<file path="config.mk">
export PLATFORM = sky130hd
export DESIGN_NAME = result_readout_ctrl
export DESIGN_NICKNAME = d
export VERILOG_FILES = /design/src/rtl/tpu_readout_pkg.sv /design/src/rtl/row_serializer.sv /design/src/rtl/result_readout_ctrl.sv
export SDC_FILE = /design/constraint.sdc
export NUM_CORES = 1
export LEC_CHECK = 0
export BUFFER_PORTS_ARGS = -buffer_cell sky130_fd_sc_hd__buf_2
export CORE_MARGIN = 3
export CORE_UTILIZATION = 30
export CTS_CLUSTER_DIAMETER = 100
export DETAILED_ROUTE_END_ITERATION = 8
export PLACE_DENSITY = 0.61
export RECOVER_POWER = 25
export SYNTH_ARGS = -nofsm -noshare
export SYNTH_HDL_FRONTEND = slang
export SYNTH_HIERARCHICAL = 1
export SYNTH_SLANG_ARGS = --single-unit
export TNS_END_PERCENT = 30
</file>
<file path="constraint.sdc">
create_clock -name clk -period 5.7 [get_ports clk]
set_clock_uncertainty 0.1 [all_clocks]
set_input_delay 0.57 -clock clk [delete_from_list [all_inputs] [get_ports clk]]
set_output_delay 0.57 -clock clk [all_outputs]
set_load 0.05 [all_outputs]
</file>
<file path="src/rtl/tpu_readout_pkg.sv">
// Shared types and default sizes for the result SRAM readout path.
// Holds the readout FSM state encoding, the default geometry and ROW_W.
// No ports: this is a package imported by the readout modules.
package tpu_readout_pkg;

  localparam int DFLT_ADDRESSSIZE    = 10;
  localparam int DFLT_MATRIX_SIZE    = 8;
  localparam int DFLT_PARTIAL_SUM_BW = 20;

  // Width of one SRAM row: MATRIX_SIZE partial sums side by side.
  localparam int ROW_W = DFLT_PARTIAL_SUM_BW * DFLT_MATRIX_SIZE;

  typedef enum logic [2:0] {
    IDLE = 3'd0,
    READ = 3'd1,
    WAIT = 3'd2,
    SEND = 3'd3,
    DONE = 3'd4
  } state_t;

  // Lane counter width; kept at least one bit for a single-lane row.
  function automatic int lane_cnt_w(input int lanes);
    return (lanes > 1) ? $clog2(lanes) : 1;
  endfunction

endpackage

</file>
<file path="src/rtl/row_serializer.sv">
// Holds one SRAM row and presents it one lane at a time, lane 0 first.
// Latency: lane 0 is on o_lane the cycle after i_load; one lane per i_advance.
// Backpressure: o_lane and the lane counter hold while i_advance is low.
// Ports: clk/rstn, i_load + i_row (capture row, clear lane counter),
//        i_advance (step to next lane), o_lane (current lane), o_last_lane.
module row_serializer
  import tpu_readout_pkg::*;
#(
  parameter int MATRIX_SIZE    = DFLT_MATRIX_SIZE,
  parameter int PARTIAL_SUM_BW = DFLT_PARTIAL_SUM_BW
) (
  input  logic                                 clk,
  input  logic                                 rstn,
  input  logic                                 i_load,
  input  logic [PARTIAL_SUM_BW*MATRIX_SIZE-1:0] i_row,
  input  logic                                 i_advance,
  output logic [PARTIAL_SUM_BW-1:0]            o_lane,
  output logic                                 o_last_lane
);

  localparam int LANE_W = lane_cnt_w(MATRIX_SIZE);

  logic [PARTIAL_SUM_BW-1:0] r_lanes [MATRIX_SIZE];
  logic [LANE_W-1:0]         r_lane_cnt;

  always_ff @(posedge clk) begin
    if (!rstn) begin
      r_lane_cnt <= '0;
      for (int i = 0; i < MATRIX_SIZE; i++) r_lanes[i] <= '0;
    end else if (i_load) begin
      r_lane_cnt <= '0;
      for (int i = 0; i < MATRIX_SIZE; i++)
        r_lanes[i] <= i_row[i*PARTIAL_SUM_BW +: PARTIAL_SUM_BW];
    end else if (i_advance) begin
      r_lane_cnt <= r_lane_cnt + 1'b1;
    end
  end

  assign o_lane      = r_lanes[r_lane_cnt];
  assign o_last_lane = (r_lane_cnt == LANE_W'(MATRIX_SIZE - 1));

endmodule

</file>
<file path="src/rtl/result_readout_ctrl.sv">
// Drains num_rows result SRAM rows from base_addr into a lane-wide valid/ready stream.
// Latency: start at edge 0 -> read in cycle 1, first m_valid in cycle 3; 2+MATRIX_SIZE cycles/row.
// Backpressure: m_data/m_last hold while m_valid & !m_ready; no m_ready->m_valid comb path.
// Ports: clk/rstn, start/base_addr/num_rows (command), sram_rd_en/sram_address/
//        sram_rdata (SRAM read port), m_valid/m_ready/m_data/m_last (stream), busy/done.
module result_readout_ctrl
  import tpu_readout_pkg::*;
#(
  parameter int ADDRESSSIZE    = DFLT_ADDRESSSIZE,
  parameter int MATRIX_SIZE    = DFLT_MATRIX_SIZE,
  parameter int PARTIAL_SUM_BW = DFLT_PARTIAL_SUM_BW
) (
  input  logic                                 clk,
  input  logic                                 rstn,
  input  logic                                 start,
  input  logic [ADDRESSSIZE-1:0]               base_addr,
  input  logic [ADDRESSSIZE:0]                 num_rows,
  output logic                                 sram_rd_en,
  output logic [ADDRESSSIZE-1:0]               sram_address,
  input  logic [PARTIAL_SUM_BW*MATRIX_SIZE-1:0] sram_rdata,
  output logic                                 m_valid,
  input  logic                                 m_ready,
  output logic [PARTIAL_SUM_BW-1:0]            m_data,
  output logic                                 m_last,
  output logic                                 busy,
  output logic                                 done
);

  localparam int CW = ADDRESSSIZE + 1;

  state_t                r_state;
  state_t                w_next_state;
  logic [CW-1:0]         r_row_cnt;
  logic [CW-1:0]         r_num_rows;
  logic [ADDRESSSIZE-1:0] r_addr;
  logic [CW-1:0]         w_row_next;
  logic                  w_handshake;
  logic                  w_last_lane;
  logic                  w_more_rows;
  logic [PARTIAL_SUM_BW-1:0] w_lane;

  assign w_handshake = (r_state == SEND) && m_ready;
  assign w_row_next  = r_row_cnt + CW'(1);
  assign w_more_rows = (w_row_next < r_num_rows);

  row_serializer #(
    .MATRIX_SIZE   (MATRIX_SIZE),
    .PARTIAL_SUM_BW(PARTIAL_SUM_BW)
  ) u_row_serializer (
    .clk        (clk),
    .rstn       (rstn),
    .i_load     (r_state == WAIT),
    .i_row      (sram_rdata),
    .i_advance  (w_handshake),
    .o_lane     (w_lane),
    .o_last_lane(w_last_lane)
  );

  // State register
  always_ff @(posedge clk) begin
    if (!rstn) r_state <= IDLE;
    else       r_state <= w_next_state;
  end

  // Next-state logic
  always_comb begin
    w_next_state = r_state;
    case (r_state)
      IDLE: if (start) w_next_state = (num_rows != '0) ? READ : DONE;
      READ: w_next_state = WAIT;
      WAIT: w_next_state = SEND;
      SEND: if (w_handshake && w_last_lane) w_next_state = w_more_rows ? READ : DONE;
      DONE: w_next_state = IDLE;
      default: w_next_state = IDLE;
    endcase
  end

  // Command capture, row counter and read address. The address register is
  // advanced alongside the row counter, so it always equals base+row_cnt
  // modulo the SRAM depth and simply holds between reads.
  always_ff @(posedge clk) begin
    if (!rstn) begin
      r_row_cnt  <= '0;
      r_num_rows <= '0;
      r_addr     <= '0;
    end else if (r_state == IDLE && start) begin
      r_row_cnt  <= '0;
      r_num_rows <= num_rows;
      if (num_rows != '0) r_addr <= base_addr;
    end else if (w_handshake && w_last_lane && w_more_rows) begin
      r_row_cnt <= w_row_next;
      r_addr    <= r_addr + 1'b1;
    end
  end

  // Output decode
  always_comb begin
    sram_rd_en = 1'b0;
    m_valid    = 1'b0;
    m_last     = 1'b0;
    busy       = 1'b0;
    done       = 1'b0;
    case (r_state)
      READ: begin
        sram_rd_en = 1'b1;
        busy       = 1'b1;
      end
      WAIT: busy = 1'b1;
      SEND: begin
        busy    = 1'b1;
        m_valid = 1'b1;
        m_last  = w_last_lane && (w_row_next == r_num_rows);
      end
      DONE: done = 1'b1;
      default: ;
    endcase
  end

  assign sram_address = r_addr;
  assign m_data       = w_lane;

endmodule

</file>
==> run_results.csv <==
group,metric,value,unit
synthesis,synth_most_common_cell,"edfxtp_1",
clocking,cts_tree,"built",
synthesis,synth_top_area_cell,"edfxtp_1",
synthesis,synth-edff-count,160,
clocking,clockBufferDepth,3,
sta,hold_viol_final,0,
worst_setup_path,crit_type,"in2reg",
synthesis,synth_seq_cells,201,
sta,fin_tns_setup,0,ps
synthesis,synthFlopType,"edfxtp_1",
sta,finalSetupViolCount,0,
drt,drt-initial-drc-count,433,
worst_setup_path,reg2regPathDepth,11,
worst_setup_path,critPathBufInv,2,
sta,max_freq,0.220,GHz
drt,totalWireLength,25500,µm
clocking,clk_pin_slew_worst_paths,60,ps
placed_design,place_inst,1344,
status,violations,"max-capacitance violations, max-slew violations",
clocking,post_cts_resized,0,
die,die_x,186,µm
clocking,cts_setup_buffers,0,
grt,overflow,0,
status,status,"finished with violations",
worst_hold_path,worst_hold_path.endpoint,"r_num_rows[6]",
grt,grt_max_degree,153,
pwr,leakage,5.16,nW
die,core-area,31800,µm²
drt,ant_nets,0,
sta,fin_crit_sh,0.796,
synthesis,ys_seq_area_frac,0.578,
sta,worst_slack,1160,ps
worst_setup_path,crit_slowest_cell,"clkbuf_1",
grt,track_usage,0.143,
placed_design,pre_cts_ws,1840,ps
die,ioPinCount,220,
sta,slew-limit-headroom,-0.444,
synthesis,async_flop_share,0,
worst_hold_path,hold_start,"num_rows[6]",
synthesis,synth_top_cells_by_count,"edfxtp_1 (160), and3_1 (128), nand2_1 (54)",
placed_design,portBuffers,219,
clocking,clk_latency,500,ps
job,cap_violations,3,
worst_setup_path,timing.rr.start,"r_row_cnt[0]",
pwr,p_per_area,303,nW/µm²
die,initial_core_util,0.306,
final_layout,nets,1136,
pwr,vdd_drop_max,0.196,mV
synthesis,synthCells,738,
drt,drc,0,
final_layout,layout-drive-gt1-share,0.305,
sta,tightestPinTransition,2170,ps
placed_design,gp_congestion,0.779,
grt,antenna_found_initial,11,
drt,drt-wirelength-per-cell,18.4,µm
worst_setup_path,path_cells,"clkbuf_1 -> nand2b_1 -> clkbuf_4",
clocking,clockRootBuffer,"clkbuf_16",
worst_setup_path,slowest_delay,1460,ps
synthesis,synth.top_cell.area_share,0.494,
pwr,p_total,3.63,mW
worst_setup_path,critPathLaunchType,"primary input",
synthesis,netlist_area,9730,µm²
worst_setup_path,rrSetupSlack,1770,ps
worst_setup_path,crit_path_max_fanout,152,
worst_hold_path,min_path_cells,3,
clocking,numCtsBuffers,25,
worst_setup_path,cp.arrival,4260,ps
worst_setup_path,critical_path.top_delay_family,"buffers and inverters",
placed_design,dp.final_hpwl,17300,µm
grt,grt_pass1_vias,6707,
drt,drt-pass1-iter-count,5,
die,die-height,186,µm
sta,period_minus_slack,4540,ps
synthesis,synth_fp_nets,938,
clocking,htree_levels,1,
worst_hold_path,hold_path_class,"in2reg",
sta,slew_viol_final,331,
synthesis,ys_types,45,
sta,rsz0062_at_grt,"no",
clocking,clock_sinks,201,
synthesis,synth_area_leaders,"edfxtp_1 (49%), mux4_1 (11%), dfxtp_1 (8.4%), and3_1 (8.2%), and2_1 (2.8%)",
synthesis,ys.warnings.count,6,
drt,routed-via-count,6842,
clocking,holdBufCountCts,0,
worst_setup_path,endpoint_kind,"flop",
final_layout,syn2layout_area_growth,22.8,%
die,die-area,34600,µm²
worst_setup_path,r2r-end,"r_row_cnt[2]",
die,rows,65,
worst_setup_path,critPathRequiredTime,5420,ps
final_layout,layoutNonFillerInstCount,1390,
synthesis,avgSynthCellArea,13.2,µm²
grt,grt_pass1_wl,38300,µm
drt,vias_per_cell,4.92,
-- worst max-delay path by stage --
stage / startpoint / end / slack, ps / cells past startpoint
2_1_floorplan: r_row_cnt[0] / m_last / 1680 / 8
3_3_place_gp: r_row_cnt[0] / r_row_cnt[8] / 1960 / 11
3_5_place_dp: r_row_cnt[0] / r_row_cnt[3] / 1840 / 11
4_1_cts: r_row_cnt[0] / m_last / 1640 / 9
5_1_grt: rstn / u_row_serializer/r_lanes[0][0] / 710 / 3
6_report: rstn / u_row_serializer/r_lanes[1][2] / 1160 / 3
-- sequential cells by signal, indices dropped and copies added, names as in the netlist, named ones only --
register and cells:
u_row_serializer/r_lanes 160, r_state 3, r_num_rows 11, sram_address 10, u_row_serializer/r_lane_cnt 3, r_row_cnt 11
-- through the flow --
step	utilization	hold slack, ps	instance area [µm²]
floorplan	-	336	9730
global placement	0.353	345	11200
detailed placement	0.353	351	11200
CTS	0.377	192	12000
global route	0.376	206	12000
finish	0.376	215	12000
-- logic make-up (layout without fill, tap and decap cells) --
kind of cell	count (synthesis)	in the layout	share of synthesized area
xor+xnor	10	10	0.00900
buf+inv	69	285	0.0316
fa+ha+maj	15	15	0.0193
compound gates	79	79	0.0550
mux	63	63	0.134
flops	201	201	0.578
simple gates	301	301	0.173
other cells	0	1	0
-- report_power, final --
group	internal, mW	total, mW	switching, mW
Sequential	1.71	1.75	0.0405
Combinational	0.149	0.413	0.264
Clock	0.875	1.47	0.591
Total	2.73	3.63	0.896
-- placed cells by master (no fill, tap or decap), types with 21 or more instances in the layout --
| cell | n |
|---|---|
| a21oi_1 | 22 |
| and2_0 | 22 |
| and2_1 | 21 |
| and3_1 | 128 |
| buf_2 | 208 |
| clkbuf_16 | 26 |
| dfxtp_1 | 39 |
| edfxtp_1 | 160 |
| mux4_1 | 40 |
| nand2_1 | 54 |
| nor2_1 | 27 |
-- tightest hold or removal path, cell delays in order --
cell and delay (ps):
buf_2 100, nand2_1 50, a21oi_1 50
-- layout make-up --
class | count | area, µm²
flip-flops and latches | 201 | 5630
clock buffers | 34 | 714
clock inverters | 11 | 61.3
multi-input cells | 468 | 3810
fillers | 3108 | 19800
diodes | 1 | 2.50
inverters | 13 | 48.8
well taps | 435 | 544
repair buffers | 227 | 1140
-- metal layers --
layer | track usage | part of all wire | vias up
met5 | 0 | 0.0060 | -
met4 | 0.0241 | 0.016 | 18
met3 | 0.0408 | 0.076 | 44
met2 | 0.230 | 0.46 | 214
met1 | 0.196 | 0.44 | 3301
li1 | - | - | 3265
Power figures use the tool's default switching activity.
